==> src/rtl/mult_sched_pkg.sv <==
// mult_sched_pkg: shared state, sel encodings and requester count for the multiplier scheduler
package mult_sched_pkg;
    localparam int NREQ = 2;
    typedef enum logic [1:0] {
        IDLE = 2'b00,
        LOAD = 2'b01,
        EXEC = 2'b10,
        DONE = 2'b11
    } state_t;
    localparam logic [1:0] SEL_IDLE = 2'b00;
    localparam logic [1:0] SEL_LOAD = 2'b10;
    localparam logic [1:0] SEL_EXEC = 2'b01;
    localparam logic [1:0] SEL_DONE = 2'b11;
endpackage

==> src/rtl/mult_sched_if.sv <==
// mult_sched_if: client handshake (req/gnt/done) plus datapath control/status bundle
// master: scheduler side (drives grants and controls); slave: clients and datapath
interface mult_sched_if;
    import mult_sched_pkg::*;
    logic [NREQ-1:0] req;
    logic [NREQ-1:0] gnt;
    logic [NREQ-1:0] done;
    logic            sign;
    logic            cout;
    logic            busy;
    logic            load;
    logic [1:0]      sel;
    logic            add;
    logic            shift;
    logic            inbit;
    logic            valid;
    modport master (
        input  req, sign, cout,
        output gnt, done, busy, load, sel, add, shift, inbit, valid
    );
    modport slave (
        output req, sign, cout,
        input  gnt, done, busy, load, sel, add, shift, inbit, valid
    );
endinterface

==> src/rtl/rr_arb2.sv <==
// rr_arb2: two-way round-robin arbiter
// req: request pair, last: index served last, win: one-hot winner (zero when no request)
module rr_arb2 (
    input  logic [1:0] req,
    input  logic       last,
    output logic [1:0] win
);
    // On contention the requester not served last wins; a lone request always wins.
    assign win = (req == 2'b11) ? (last ? 2'b01 : 2'b10) : req;
endmodule

==> src/rtl/mult_sched.sv <==
// mult_sched: round-robin sequencer driving the shared shift-add multiplier datapath
// clk: clock, reset: async active-low, bus: client handshake and datapath controls
module mult_sched
    import mult_sched_pkg::*;
#(
    parameter int WIDTH = 8,
    parameter int CNT_W = 4
) (
    input  logic         clk,
    input  logic         reset,
    mult_sched_if.master bus
);
    state_t          state;
    state_t          nxt;
    logic [CNT_W-1:0] cnt;
    logic            last;
    logic [NREQ-1:0] gnt_q;
    logic [NREQ-1:0] win;

    rr_arb2 u_arb (
        .req  (bus.req),
        .last (last),
        .win  (win)
    );

    always_ff @(posedge clk or negedge reset) begin
        if (!reset) state <= IDLE;
        else        state <= nxt;
    end

    always_comb begin
        nxt = state;
        case (state)
            IDLE:    nxt = (bus.req != '0) ? LOAD : IDLE;
            LOAD:    nxt = EXEC;
            EXEC:    nxt = (cnt == '0) ? DONE : EXEC;
            DONE:    nxt = IDLE;
            default: nxt = IDLE;
        endcase
    end

    // last resets to 1 so requester 0 wins the first contention.
    always_ff @(posedge clk or negedge reset) begin
        if (!reset) begin
            cnt   <= '0;
            last  <= 1'b1;
            gnt_q <= '0;
        end else begin
            if (state == IDLE && bus.req != '0) gnt_q <= win;
            if (state == DONE) begin
                gnt_q <= '0;
                last  <= gnt_q[1];
            end
            if (state == LOAD)      cnt <= CNT_W'(WIDTH - 1);
            else if (state == EXEC) cnt <= cnt - CNT_W'(1);
        end
    end

    // sign/cout pass only in EXEC; the ternary keeps unknown inputs off the outputs elsewhere.
    always_comb begin
        bus.gnt   = gnt_q;
        bus.done  = (state == DONE) ? gnt_q : '0;
        bus.busy  = state != IDLE;
        bus.load  = state == LOAD;
        bus.sel   = (state == LOAD) ? SEL_LOAD :
                    (state == EXEC) ? SEL_EXEC :
                    (state == DONE) ? SEL_DONE : SEL_IDLE;
        bus.shift = state == EXEC;
        bus.add   = (state == EXEC) ? bus.sign : 1'b0;
        bus.inbit = (state == EXEC) ? (bus.sign & bus.cout) : 1'b0;
        bus.valid = state == DONE;
    end
endmodule
==> src/flat_wrapper.sv <==
// flat-port wrapper written by rule: the top's interface ports become plain ports
module mult_sched_flat import mult_sched_pkg::*;
#(
    parameter int WIDTH = 8,
    parameter int CNT_W = 4
)
  (clk, reset, bus_req, bus_sign, bus_cout, bus_gnt, bus_done, bus_busy, bus_load, bus_sel, bus_add, bus_shift, bus_inbit, bus_valid);
  mult_sched_if bus_i ();
  input  logic clk;
  input  logic reset;
  input wire logic [$bits(bus_i.req)-1:0] bus_req;
  input wire logic [$bits(bus_i.sign)-1:0] bus_sign;
  input wire logic [$bits(bus_i.cout)-1:0] bus_cout;
  output wire logic [$bits(bus_i.gnt)-1:0] bus_gnt;
  output wire logic [$bits(bus_i.done)-1:0] bus_done;
  output wire logic [$bits(bus_i.busy)-1:0] bus_busy;
  output wire logic [$bits(bus_i.load)-1:0] bus_load;
  output wire logic [$bits(bus_i.sel)-1:0] bus_sel;
  output wire logic [$bits(bus_i.add)-1:0] bus_add;
  output wire logic [$bits(bus_i.shift)-1:0] bus_shift;
  output wire logic [$bits(bus_i.inbit)-1:0] bus_inbit;
  output wire logic [$bits(bus_i.valid)-1:0] bus_valid;
  assign bus_i.req = bus_req;
  assign bus_i.sign = bus_sign;
  assign bus_i.cout = bus_cout;
  assign bus_gnt = bus_i.gnt;
  assign bus_done = bus_i.done;
  assign bus_busy = bus_i.busy;
  assign bus_load = bus_i.load;
  assign bus_sel = bus_i.sel;
  assign bus_add = bus_i.add;
  assign bus_shift = bus_i.shift;
  assign bus_inbit = bus_i.inbit;
  assign bus_valid = bus_i.valid;
  mult_sched #(.WIDTH(WIDTH), .CNT_W(CNT_W)) u_core (.clk(clk), .reset(reset), .bus(bus_i));
endmodule
==> config.mk <==
export PLATFORM = sky130hd
export DESIGN_NAME = mult_sched_flat
export DESIGN_NICKNAME = d
export VERILOG_FILES = /design/src/rtl/mult_sched_pkg.sv /design/src/rtl/mult_sched_if.sv /design/src/rtl/rr_arb2.sv /design/src/rtl/mult_sched.sv /design/src/flat_wrapper.sv
export SDC_FILE = /design/constraint.sdc
export NUM_CORES = 1
export LEC_CHECK = 0
export CORE_AREA = 2 2 39 41
export DETAILED_ROUTE_END_ITERATION = 8
export DIE_AREA = 0 0 41 43
export PLACE_DENSITY = 0.76
export SLEW_MARGIN = 20
export SYNTH_ARGS = -nofsm -noshare
export SYNTH_HDL_FRONTEND = slang
export SYNTH_HIERARCHICAL = 1
export SYNTH_SLANG_ARGS = --single-unit
==> constraint.sdc <==
create_clock -name clk -period 2.5 [get_ports clk]
set_input_delay 0.75 -clock clk [delete_from_list [all_inputs] [get_ports clk]]
set_output_delay 0.75 -clock clk [all_outputs]
set_load 0.02 [all_outputs]
After elaboration in Yosys (flattened, before gate mapping)
Cells that the tools add are included.
- add/subtract/negate cells: 1
- divide/modulo/power cells: 0
- bitwise operators: 1
- equal/unequal tests: 4
- shift operators: 0
- multiplexer cells: 15
- multiply operators: 0
- reduce and logical (&&, ||, !) cells: 7
- magnitude comparators: 0
- operators by type and width (operator ; number):
    $mux W2 ; 8
    $mux W4 ; 2
    $pmux W2 S4 ; 1
    $reduce_bool A2 Y1 ; 4
    $eq A2 B2 Y1 const B ; 3
    $logic_not A4 Y1 ; 1
    $mux W1 ; 4
    $sub A4 B1 Y4 const B ; 1
    $eq A2 B1 Y1 const B ; 1
    $logic_not A2 Y1 ; 1
    $and A1 B1 Y1 ; 1
    $logic_and A1 B1 Y1 ; 1
- flip-flop bits (word level): 9
- memories kept: 0
- bits of input ports: 6
- word-level logic and storage cells: 32
- output and inout bits: 12
- memory bits (read-only): 0
- bits in latches: 0
- bits in writable memories: 0

Depth between registers and ports, before layout
- depth after elaboration: 4
- mapped depth: 5

By module
The synthesis kept the hierarchy.
- by module, submodules not included (module ; cells an instance ; area an instance (um^2) ; times used):
    mult_sched ; 52 ; 520.5 ; 1
    rr_arb2 ; 3 ; 18.8 ; 1

Worst setup path after synthesis
Ideal clock, no wire load.
- path kind: flip-flop to output port
- start: register u_core.state[0]
- end: output bus_sel[0]
- cell stages (with the launch flop): 5
- slack: 605 ps
- path buffers: 0
- arrival time: 1145 ps
- required time: 1750 ps
- path through: dfrtp_1 > inv_1 > ha_1 > nor2_1 > nor2_1
- elaborated cells between the ends (all ways): 6
- RTL lines (item ; line ; source):
    start: declaration ; mult_sched.sv:13 ; state_t state;
    start signal: assignment ; mult_sched.sv:28 ; else state <= nxt;
    $eq A2 B2 Y1 ; -- ;
    via bus_shift ; flat_wrapper.sv:20 ; output wire logic [$bits(bus_i.shift)-1:0] bus_shift;
    $mux W2 ; mult_sched.sv:66 ; (state == EXEC) ? SEL_EXEC :
    $mux W2 ; mult_sched.sv:65 ; bus.sel = (state == LOAD) ? SEL_LOAD :
    end: declaration ; flat_wrapper.sv:18 ; output wire logic [$bits(bus_i.sel)-1:0] bus_sel;
The timed path passes the listed nets, and every way through them passes these cells.

Worst setup path in the final report
- start: input bus_sign
- end: output bus_inbit
- cells in the longest elaborated chain, start to end: 2
- RTL lines (item ; line ; source):
    start: declaration ; flat_wrapper.sv:12 ; input wire logic [$bits(bus_i.sign)-1:0] bus_sign;
    $and A1 B1 Y1 ; mult_sched.sv:70 ; bus.inbit = (state == EXEC) ? (bus.sign & bus.cout) : 1'b0;
    $mux W1 ; mult_sched.sv:70 ;
    end: declaration ; flat_wrapper.sv:21 ; output wire logic [$bits(bus_i.inbit)-1:0] bus_inbit;
No other way between the ends.

==> flow_metrics.env <==
export IMPL_measured_slew_at_the_worst_slew_check_pin_ns=0.396
export IMPL_synth_top_area_share_pct=37.1
export IMPL_placement_rows=14
export IMPL_ys_dominant_reg_cell="sky130_fd_sc_hd__dfrtp_1"
export IMPL_flip_flop_and_latch_count_after_synthesis=9
export IMPL_power_leakage_nw=0.376
export IMPL_finalCoreUtilization_pct=54.4
export IMPL_internal_power_summed_over_all_cells_mw=0.567
export IMPL_share_of_flip_flops_with_an_asynchronous_set_or_reset_after_synthesis_pct=100
export IMPL_detailed_place_hpwl_um=768
export IMPL_global_route_usage_total_pct=14.2
export IMPL_power_frac_seq_pct=28.1
export IMPL_peak_clock_frequency_supported_by_timing_mhz=412
export IMPL_power_ir_vdd_worst_mv=0.623
export IMPL_pwr_share_clk_pct=10.8
export IMPL_drc_errors=0
export IMPL_syn_to_final_growth_pct=39.7
export IMPL_pin_count_of_the_biggest_net_entering_global_routing=10
export IMPL_synth_cell_types=22
export IMPL_io_buffers=17
export IMPL_final_cell_count_no_fill=92
export IMPL_cells_taking_the_most_area_after_synthesis="sky130_fd_sc_hd__dfrtp_1, sky130_fd_sc_hd__ha_1, sky130_fd_sc_hd__mux2i_1"
export IMPL_cts_setup_buffers=0
export IMPL_core_mm2=0.00138
export IMPL_outcome="finished, final reports clean"
export IMPL_multi_input_comb_area_um2=285
export IMPL_fin_worst_skew_ns=0.00219
export IMPL_die_h_um=43
export IMPL_setup_viol_count_final=0
export IMPL_drt_first_iter_violations=3
export IMPL_global_route_wire_length_before_repair_mm=1.62
export IMPL_hold_crit_class="reg -> reg"
export IMPL_postLayoutCellArea_um2=753
export IMPL_finish_net_count=90
export IMPL_critPathRequiredTime_ns=1.75
export IMPL_finalSetupTns_ns=0
export IMPL_post_synth_instance_area_um2=539
export IMPL_die_area_mm2=0.00176
export IMPL_critPathLaunchType="input port"
export IMPL_placed_cell_area_um2=729
export IMPL_min_delay_start="u_core/cnt[3]"
export IMPL_synth_sequential_area_ratio_pct=42.0
export IMPL_min_period_ns=2.43
export IMPL_vias=424
export IMPL_hold_crit_depth=1
export IMPL_drt_wirelength_per_cell_um=10.7
export IMPL_netlist_top_cell_by_area="sky130_fd_sc_hd__dfrtp_1"
export IMPL_synth_edff_count=0
export IMPL_cts_inserted_buffers=3
export IMPL_register_area_um2=226
export IMPL_category_of_the_worst_setup_path_capture_point="primary output"
export IMPL_place_inst=88
export IMPL_layout_filler_cells=135
export IMPL_power_per_cell_area_mw_per_mm2=1350
export IMPL_syn_nets=68
export IMPL_postRouteWirelength_um=984
export IMPL_ys_top_cells_by_count="sky130_fd_sc_hd__dfrtp_1, sky130_fd_sc_hd__inv_1, sky130_fd_sc_hd__nor2_1"
export IMPL_timing_max_cap_violations=0
export IMPL_p_sw_mw=0.449
export IMPL_slew_headroom_pct=73.5
export IMPL_gp_routability_congestion=0.753
export IMPL_setup_reg_to_reg_worst_slack_ns=1.08
export IMPL_route_antenna_remaining_nets=0
export IMPL_worst_r2r_path_depth=5
export IMPL_pwr_share_comb_pct=61.1
export IMPL_cts_max_level=1
export IMPL_vias_per_cell=4.61
export IMPL_residual_overflow_from_global_routing=0
export IMPL_ctsLongestPathBuffers=2
export IMPL_timing_final_hold_violations=0
export IMPL_floorplan_io_pins=18
export IMPL_hold_path_endpoint="u_core/state[0]"
export IMPL_timing_final_max_slew_violations=0
export IMPL_cts_reportedPaths_clkPinSlew_ns=0.06
export IMPL_synthCells=55
export IMPL_drive_gt1_share_pct=11.8
export IMPL_clk_latency_ns=0.26
export IMPL_swShare_pct=44.2
export IMPL_grt_antenna_before_repair=0
export IMPL_r2r_start="u_core/state[0]"
export IMPL_die_width_um=41
export IMPL_totalPowerFinal_mw=1.02
export IMPL_timing_final_crit_share_pct=97.1
export IMPL_ctsRootBufferMaster="sky130_fd_sc_hd__clkbuf_4"
export IMPL_cts_tree="built"
export IMPL_timing_rr_end="u_core/cnt[3]"
export IMPL_number_of_global_route_vias_before_repair=404
export IMPL_detailedRoute_firstPassIterationCount=4
export IMPL_ys_warn_count=6
export IMPL_antenna_diode_count=0
export IMPL_timing_worst_setup_path_type="in -> out"
export IMPL_worst_endpoint_arrival_ns=1.68
export IMPL_numClockSinks=9
export IMPL_initial_core_util_pct=39.0
export IMPL_worst_path_max_fanout=2
export IMPL_synthesis_area_per_instance_um2=9.80
-- power by group through the flow --
stage	logic, mW	clock network [mW]	registers, mW
2_1_floorplan	0.397	0	0.293
3_3_place_gp	0.637	0	0.285
3_5_place_dp	0.651	0	0.287
4_1_cts	0.629	0.118	0.284
5_1_grt	0.690	0.127	0.298
6_report	0.621	0.110	0.285
-- final cells by class --
cell class	count	area share (%)
Clock buffer	4	3.49
Sequential cell	9	30.1
Inverter	8	3.99
Timing Repair Buffer	17	21.9
Tap cell	16	2.66
Multi-Input combinational cell	38	37.9
-- stage by stage --
step	hold slack (ns)	setup slack, ns
final	0.506	0.0718
after detailed placement	0.501	-0.205
after global routing	0.541	-0.00521
after CTS	0.509	0.0343
after floorplan	0.454	0.605
after global placement	0.494	-0.197
-- kinds of logic after synthesis --
kind of cell	after synthesis	share of synthesized area (%)
AOI/OAI and AO/OA	9	11.1
and+or+nand+nor	18	17.4
adders and majority gates	7	16.2
DFF	9	42.0
buffers and inverters	8	5.57
muxes	4	7.66
-- layer usage --
layer,vias to the layer above,track usage (%),wire (um)
met5,-,0,0
met4,0,12.0,12
met3,2,3.14,40
met2,12,20.9,487
met1,185,16.2,442
li1,225,-,-
-- cells in the final DEF, fill, tap and decap left out, drive strengths merged, types with 2 or more instances in the layout --
cell type and n:
a21boi 2, and2 3, and3 2, clkbuf 4, clkdlybuf4s50 13, dfrtp 8, dlygate4sd2 4, ha 7
inv 8, mux2i 3, nor2 8, o21ai 3
-- timing repair --
action	in CTS	in global routing
hold buffers	0	0
gates resized for setup	4	1
setup endpoints to repair	4	2
-- critical path, stage by stage --
cell and delay (ns):
sky130_fd_sc_hd__clkdlybuf4s50_1 0.46, sky130_fd_sc_hd__and3_1 0.14, sky130_fd_sc_hd__dlygate4sd2_1 0.33
-- worst max path at each step --
stage,from,to,slack [ns],depth (start not counted)
floorplan,u_core/state[0],bus_sel[0],0.60,4
global placement,bus_sign,bus_inbit,-0.20,3
detailed placement,bus_sign,bus_inbit,-0.20,3
CTS,u_core/state[0],bus_done[0],0.03,3
global route,u_core/state[1],bus_load,-0.005,3
finish,bus_sign,bus_inbit,0.07,3
-- state kept, by name (all words and copies together) (netlist names) --
name	flops
u_core/bus.gnt	2
u_core/cnt	4
u_core/last	1
u_core/state	2
(Power assumes the default switching activity.)
